--- src/rtl/la_pkg.sv ---
`default_nettype none
// ============================================================================
//  Module      : la_pkg
//  Description : Shared definitions for the logic-analyzer capture path:
//                capture FSM state encodings and state-field width.
//  Revision    : 1.0 - initial release
// ============================================================================
package la_pkg;

    localparam int STATE_W = 3;

    localparam logic [STATE_W-1:0] ST_IDLE             = 3'd0;
    localparam logic [STATE_W-1:0] ST_MOVE_TO_POSITION = 3'd1;
    localparam logic [STATE_W-1:0] ST_IN_POSITION      = 3'd2;
    localparam logic [STATE_W-1:0] ST_CAPTURING        = 3'd3;
    localparam logic [STATE_W-1:0] ST_CAPTURED         = 3'd4;

endpackage : la_pkg
`default_nettype wire

--- src/rtl/la_rise_detect.sv ---
`default_nettype none
// ============================================================================
//  Module      : la_rise_detect
//  Description : 1-bit rising-edge detector. The level is registered once and
//                the output pulses for the cycle in which the input is high
//                while its registered copy is still low.
//  Revision    : 1.0 - initial release
// ============================================================================
module la_rise_detect (
    input  logic clk,
    input  logic rst_n,
    input  logic i_level,
    output logic o_rise
);

    logic r_prev;

    // Delayed copy of the level; cleared by reset so a level already high at
    // reset release counts as a fresh rising edge.
    always_ff @(posedge clk or negedge rst_n) begin
        if (!rst_n) begin
            r_prev <= 1'b0;
        end else begin
            r_prev <= i_level;
        end
    end

    assign o_rise = i_level & ~r_prev;

endmodule : la_rise_detect
`default_nettype wire

--- src/rtl/la_capture_fsm.sv ---
`default_nettype none
// ============================================================================
//  Module      : la_capture_fsm
//  Description : Logic-analyzer capture controller. Sequences sample-memory
//                writes through pre-trigger fill, armed wait, post-trigger
//                capture and done; drives BRAM write enable/address and
//                reports state and the read-start pointer.
//  Revision    : 1.0 - initial release
// ============================================================================
module la_capture_fsm
    import la_pkg::*;
#(
    parameter int SAMPLE_DEPTH = 1024,
    parameter int ADDR_WIDTH   = $clog2(SAMPLE_DEPTH)
) (
    input  logic                  clk,
    input  logic                  rst_n,
    input  logic                  request_start,
    input  logic                  request_stop,
    input  logic [ADDR_WIDTH-1:0] trigger_loc,
    input  logic                  trig,
    output logic [STATE_W-1:0]    state,
    output logic [ADDR_WIDTH-1:0] write_pointer,
    output logic [ADDR_WIDTH-1:0] read_pointer,
    output logic                  bram_we,
    output logic [ADDR_WIDTH-1:0] bram_addr
);

    localparam logic [ADDR_WIDTH-1:0] c_max_loc     = ADDR_WIDTH'(SAMPLE_DEPTH - 1);
    localparam logic [ADDR_WIDTH:0]   c_max_loc_ext = (ADDR_WIDTH + 1)'(SAMPLE_DEPTH - 1);
    localparam logic [ADDR_WIDTH-1:0] c_ptr_one     = ADDR_WIDTH'(1);
    localparam logic [ADDR_WIDTH:0]   c_cnt_one     = (ADDR_WIDTH + 1)'(1);

    logic [STATE_W-1:0]    r_state;
    logic [ADDR_WIDTH-1:0] r_wp;
    logic [ADDR_WIDTH-1:0] r_rp;
    logic [ADDR_WIDTH:0]   r_cnt;
    logic [ADDR_WIDTH-1:0] r_loc;

    logic                  w_start_evt;
    logic                  w_stop_evt;
    logic                  w_we;
    logic [ADDR_WIDTH-1:0] w_loc_clamped;
    logic [ADDR_WIDTH-1:0] w_remain;
    logic [ADDR_WIDTH:0]   w_cnt_inc;

    la_rise_detect u_start_edge (
        .clk     (clk),
        .rst_n   (rst_n),
        .i_level (request_start),
        .o_rise  (w_start_evt)
    );

    la_rise_detect u_stop_edge (
        .clk     (clk),
        .rst_n   (rst_n),
        .i_level (request_stop),
        .o_rise  (w_stop_evt)
    );

    // Write enable decoded straight from the state register: the three
    // filling states write every cycle they are resident.
    assign w_we = (r_state == ST_MOVE_TO_POSITION) ||
                  (r_state == ST_IN_POSITION)      ||
                  (r_state == ST_CAPTURING);

    // The clamp is unreachable at the current port width but guards against
    // a wider trigger_loc being connected later.
    assign w_loc_clamped = ({1'b0, trigger_loc} > c_max_loc_ext) ? c_max_loc : trigger_loc;

    // Samples still to be written after the trigger sample so that the buffer
    // ends up holding exactly SAMPLE_DEPTH samples.
    assign w_remain  = c_max_loc - r_loc;
    assign w_cnt_inc = r_cnt + c_cnt_one;

    // Capture state machine with inline pointer and sample-count bookkeeping.
    always_ff @(posedge clk or negedge rst_n) begin
        if (!rst_n) begin
            r_state <= ST_IDLE;
            r_wp    <= '0;
            r_rp    <= '0;
            r_cnt   <= '0;
            r_loc   <= '0;
        end else begin
            // Every written sample advances the write pointer, including the
            // write that coincides with a stop event.
            if (w_we) begin
                r_wp <= r_wp + c_ptr_one;
            end

            if (w_stop_evt) begin
                // Stop overrides everything; pointers are left as-is so a
                // partial capture remains readable.
                r_state <= ST_IDLE;
            end else begin
                case (r_state)
                    ST_IDLE: begin
                        if (w_start_evt) begin
                            r_wp    <= '0;
                            r_rp    <= '0;
                            r_cnt   <= '0;
                            r_loc   <= w_loc_clamped;
                            r_state <= (w_loc_clamped != '0) ? ST_MOVE_TO_POSITION
                                                             : ST_IN_POSITION;
                        end
                    end
                    ST_MOVE_TO_POSITION: begin
                        r_cnt <= w_cnt_inc;
                        if (w_cnt_inc == {1'b0, r_loc}) begin
                            r_state <= ST_IN_POSITION;
                        end
                    end
                    ST_IN_POSITION: begin
                        if (trig) begin
                            r_rp    <= r_wp - r_loc;
                            r_cnt   <= {1'b0, w_remain};
                            r_state <= (w_remain != '0) ? ST_CAPTURING : ST_CAPTURED;
                        end
                    end
                    ST_CAPTURING: begin
                        r_cnt <= r_cnt - c_cnt_one;
                        if (r_cnt == c_cnt_one) begin
                            r_state <= ST_CAPTURED;
                        end
                    end
                    ST_CAPTURED: begin
                        r_state <= ST_CAPTURED;
                    end
                    default: begin
                        r_state <= ST_IDLE;
                    end
                endcase
            end
        end
    end

    assign state         = r_state;
    assign write_pointer = r_wp;
    assign read_pointer  = r_rp;
    assign bram_we       = w_we;
    assign bram_addr     = r_wp;

endmodule : la_capture_fsm
`default_nettype wire

--- config.mk ---
export PLATFORM = sky130hd
export DESIGN_NAME = la_capture_fsm
export DESIGN_NICKNAME = d
export VERILOG_FILES = /design/src/rtl/la_pkg.sv /design/src/rtl/la_rise_detect.sv /design/src/rtl/la_capture_fsm.sv
export SDC_FILE = /design/constraint.sdc
export NUM_CORES = 1
export LEC_CHECK = 0
export ABC_AREA = 1
export CAP_MARGIN = 25
export CELL_PAD_IN_SITES_DETAIL_PLACEMENT = 0
export CELL_PAD_IN_SITES_GLOBAL_PLACEMENT = 2
export CORE_MARGIN = 2
export CORE_UTILIZATION = 31
export CTS_CLUSTER_SIZE = 14
export DETAILED_ROUTE_END_ITERATION = 10
export GPL_TIMING_DRIVEN = 0
export PLACE_DENSITY_LB_ADDON = 0.1
export SLEW_MARGIN = 20
export SYNTH_ARGS = -nofsm -noshare
export SYNTH_HDL_FRONTEND = slang
export SYNTH_SLANG_ARGS = --single-unit
--- constraint.sdc ---
create_clock -name clk -period 1.9 [get_ports clk]
set_input_delay 0.38 -clock clk [delete_from_list [all_inputs] [get_ports clk]]
set_output_delay 0.38 -clock clk [all_outputs]
set_load 0.03 [all_outputs]
==> run_results.csv <==
group,metric,value,unit
sta,fin_crit_sh,1.015,
pwr,p_seq_frac,0.233,
setup_path,crit_chain,"or2_4 > nand2_4 > inv_1 > clkdlybuf4s15_2",
layout,stdcell_count,675,
clock_tree,cts_hold_buffers,0,
placement,hpwl,8039,µm
sta,slew_violations,0,
pwr,power.clock.fraction,0.103,
synthesis,synth_area_leaders,"dfrtp_1 34%, nand2_1 11%, nand3_1 5.4%",
pwr,powerDensity,1710,nW/µm²
sta,finalSetupViolCount,1,
placement,numPortBuffers,48,
die,num_rows,38,
synthesis,synth.avg_cell_area,7.401,µm²
clock_tree,cts_buffers,5,
sta,final-hold-violation-count,0,
clock_tree,ctsHtreeMaxLevel,2,
global_route,grt_pass1_wl,17000,µm
layout,nNetsFinal,563,
global_route,overflow,0,
setup_path,critPathKind,"reg2out",
sta,final.min_clock_period,1928,ps
setup_path,critPathRequiredTime,1520,ps
pwr,switching_share,0.5039,
setup_path,worstPathBufferInverterCount,2,
layout,diodes,0,
setup_path,end_kind,"output pin",
setup_path,path_delay_family,"flip-flops",
synthesis,netlist_instances,460,
setup_path,slowest_stage,"dfrtp_2",
layout,num-fill-cells,1145,
synthesis,yosysTopAreaCell,"dfrtp_1",
pwr,power_leakage,2.067,nW
global_route,grt_max_degree,47,
die,fp.dieH,108.8,µm
die,die_w,108.8,µm
run,cap_violations,0,
drt,drtIter0Drc,105,
sta,max_freq,518.7,MHz
setup_path,cp_slowest_stage_delay,490,ps
synthesis,yosys_register_bits,46,
clock_tree,cts-root-buf,"clkbuf_8",
drt,drt-vias-per-instance,4.871,
clock_tree,cts_sinks,46,
sta,finalSetupTns,-28.06,ps
synthesis,synth_warnings,0,
sta,rsz0062_at_grt,"yes",
synthesis,syn_nets,489,
drt,dr.pass1.iters,5,
layout,layout_common_cells,"97 x nand2_1, 34 x nand3_1, 34 x buf_4",
pwr,p_sw,0.003875,W
setup_path,crit_arrival,1550,ps
die,die_area,11840,µm²
clock_tree,clk_pin_slew,100,ps
clock_tree,clk_latency,300,ps
drt,drt-total-wl,10700,µm
sta,relSlewSlack,0.5804,
outcome,outcome,"complete, but fails checks",
drt,wl_per_cell,15.85,µm
drt,via_count,3288,
global_route,grt_usage,0.1891,
placement,place_inst,648,
pwr,p_int,0.003815,W
outcome,violations,"negative setup slack",
die,pin_count,49,
drt,postRouteAntennaNets,0,
sta,setup_slack,-28.06,ps
sta,tightest_slew,629.4,ps
clock_tree,cts_tree,"done",
die,initial_core_util,0.3154,
drt,drc,0,
synthesis,synth.distinct_cells,43,
placement,gp_congestion,0.7950,
setup_path,worstSetupStartpointType,"flip-flop",
clock_tree,cts_buffer_depth,2,
pwr,combPwrFrac,0.664,
global_route,grt_pass1_vias,3158,
synthesis,seq_area_frac_synth,0.3381,
setup_path,worstPathMaxFanout,7,
die,core_area,10790,µm²
global_route,antenna_found_initial,0,
layout,area_growth,32.08,%
layout,mostFrequentLayoutCell,"nand2_1",
layout,layout-drive-gt1-share,0.2841,
synthesis,yosys.area.top_type_share,0.3381,
sta,hold_slack,86.80,ps
hold_path,hold_class,"in2async",
pwr,ir_drop,0.8205,mV
sta,fin_worst_skew,7.369,ps
synthesis,netlist_area,3405,µm²
==> layout make-up <==
class                   count  area, µm²  area share
plain buffers              23      173.9     0.03868
clock buffers               7      86.33     0.01920
clock inverters             1      30.03    0.006678
inverters                  51      207.7     0.04619
multi-input cells         340       2036      0.4527
flip-flops and latches     46       1167      0.2596
well taps                 140      175.2     0.03895
repair buffers             67      620.6      0.1380
==> power groups by stage <==
stage,registers (W),clock network [W],logic [W]
2_1_floorplan,0.00196,0,0.00289
3_3_place_gp,0.00178,0,0.00449
3_5_place_dp,0.00178,0,0.00447
4_1_cts,0.00176,0.000830,0.00466
5_1_grt,0.00184,0.000860,0.00565
6_report,0.00179,0.000795,0.00511
==> repair_timing <==
action / CTS / global route
setup buffers: 5 / 14
gates resized for setup: 35 / 53
setup endpoints to repair: 34 / 19
pin swaps: 0 / 13
==> cells in the mapped netlist (all sizes together) <==
cell and n:
a21oi 20, a22oi 1, a31oi 1, and3 1, and3b 1, buf 21
clkbuf 2, clkinv 1, dfrtp 46, fa 1, ha 13, inv 50
nand2 119, nand3 38, nand4 7, nor2 43, nor3 13, nor4 2
o2111ai 1, o211ai 1, o21a 1, o21ai 56, o21bai 1, o221ai 5
o22ai 3, o31ai 1, or2 3, xnor2 5, xor2 3
==> logic make-up (layout without fill, tap and decap cells) <==
kind of cell	after synthesis	in the layout	synth area share
buffers and inverters	74	149	0.1066
XOR/XNOR	8	8	0.02058
flip-flops	46	46	0.3381
adder cells (fa/ha/maj)	14	14	0.05366
AO/OA/AOI/OAI	91	91	0.1588
AND/OR/NAND/NOR	227	227	0.3223
==> metal layers <==
layer  vias up  track usage  routed length [µm]  part of all wire
li1       1674            -                   -                 -
met1      1563       0.2754                5438              0.51
met2        46       0.3022                4908              0.46
met3         5      0.02451                 294             0.027
met4         0      0.03388                  59            0.0055
met5         -            0                   0                 0
==> through the flow <==
stage,util,area (µm²),setup WS [ps],power [W]
2_1_floorplan,-,3406,38.45,0.004845
3_3_place_gp,0.3763,4061,-1290,0.006275
3_5_place_dp,0.3761,4059,-201.5,0.006251
4_1_cts,0.3931,4243,-53.50,0.007251
5_1_grt,0.4166,4497,-156.3,0.008345
6_report,0.4166,4497,-28.06,0.007689
==> registers in the layout (all words and copies together), names as in the netlist <==
signal               cells
r_cnt                   11
bram_addr               10
u_start_edge.r_prev      1
read_pointer            10
state                    3
u_stop_edge.r_prev       1
r_loc                   10
==> final timing paths <==
path,slack (ps),cells after the start,startpoint,end
worst max-delay path,-30,4,state[0],bram_we
worst min-delay path,90,1,rst_n,bram_addr[1]
min in group clk,490,2,read_pointer[1],read_pointer[1]
max in group asynchronous,1350,1,rst_n,r_loc[8]
worst max register to register,0,14,r_cnt[0],state[0]
worst min register to register,490,2,read_pointer[1],read_pointer[1]
Power figures use the tool's default switching activity.
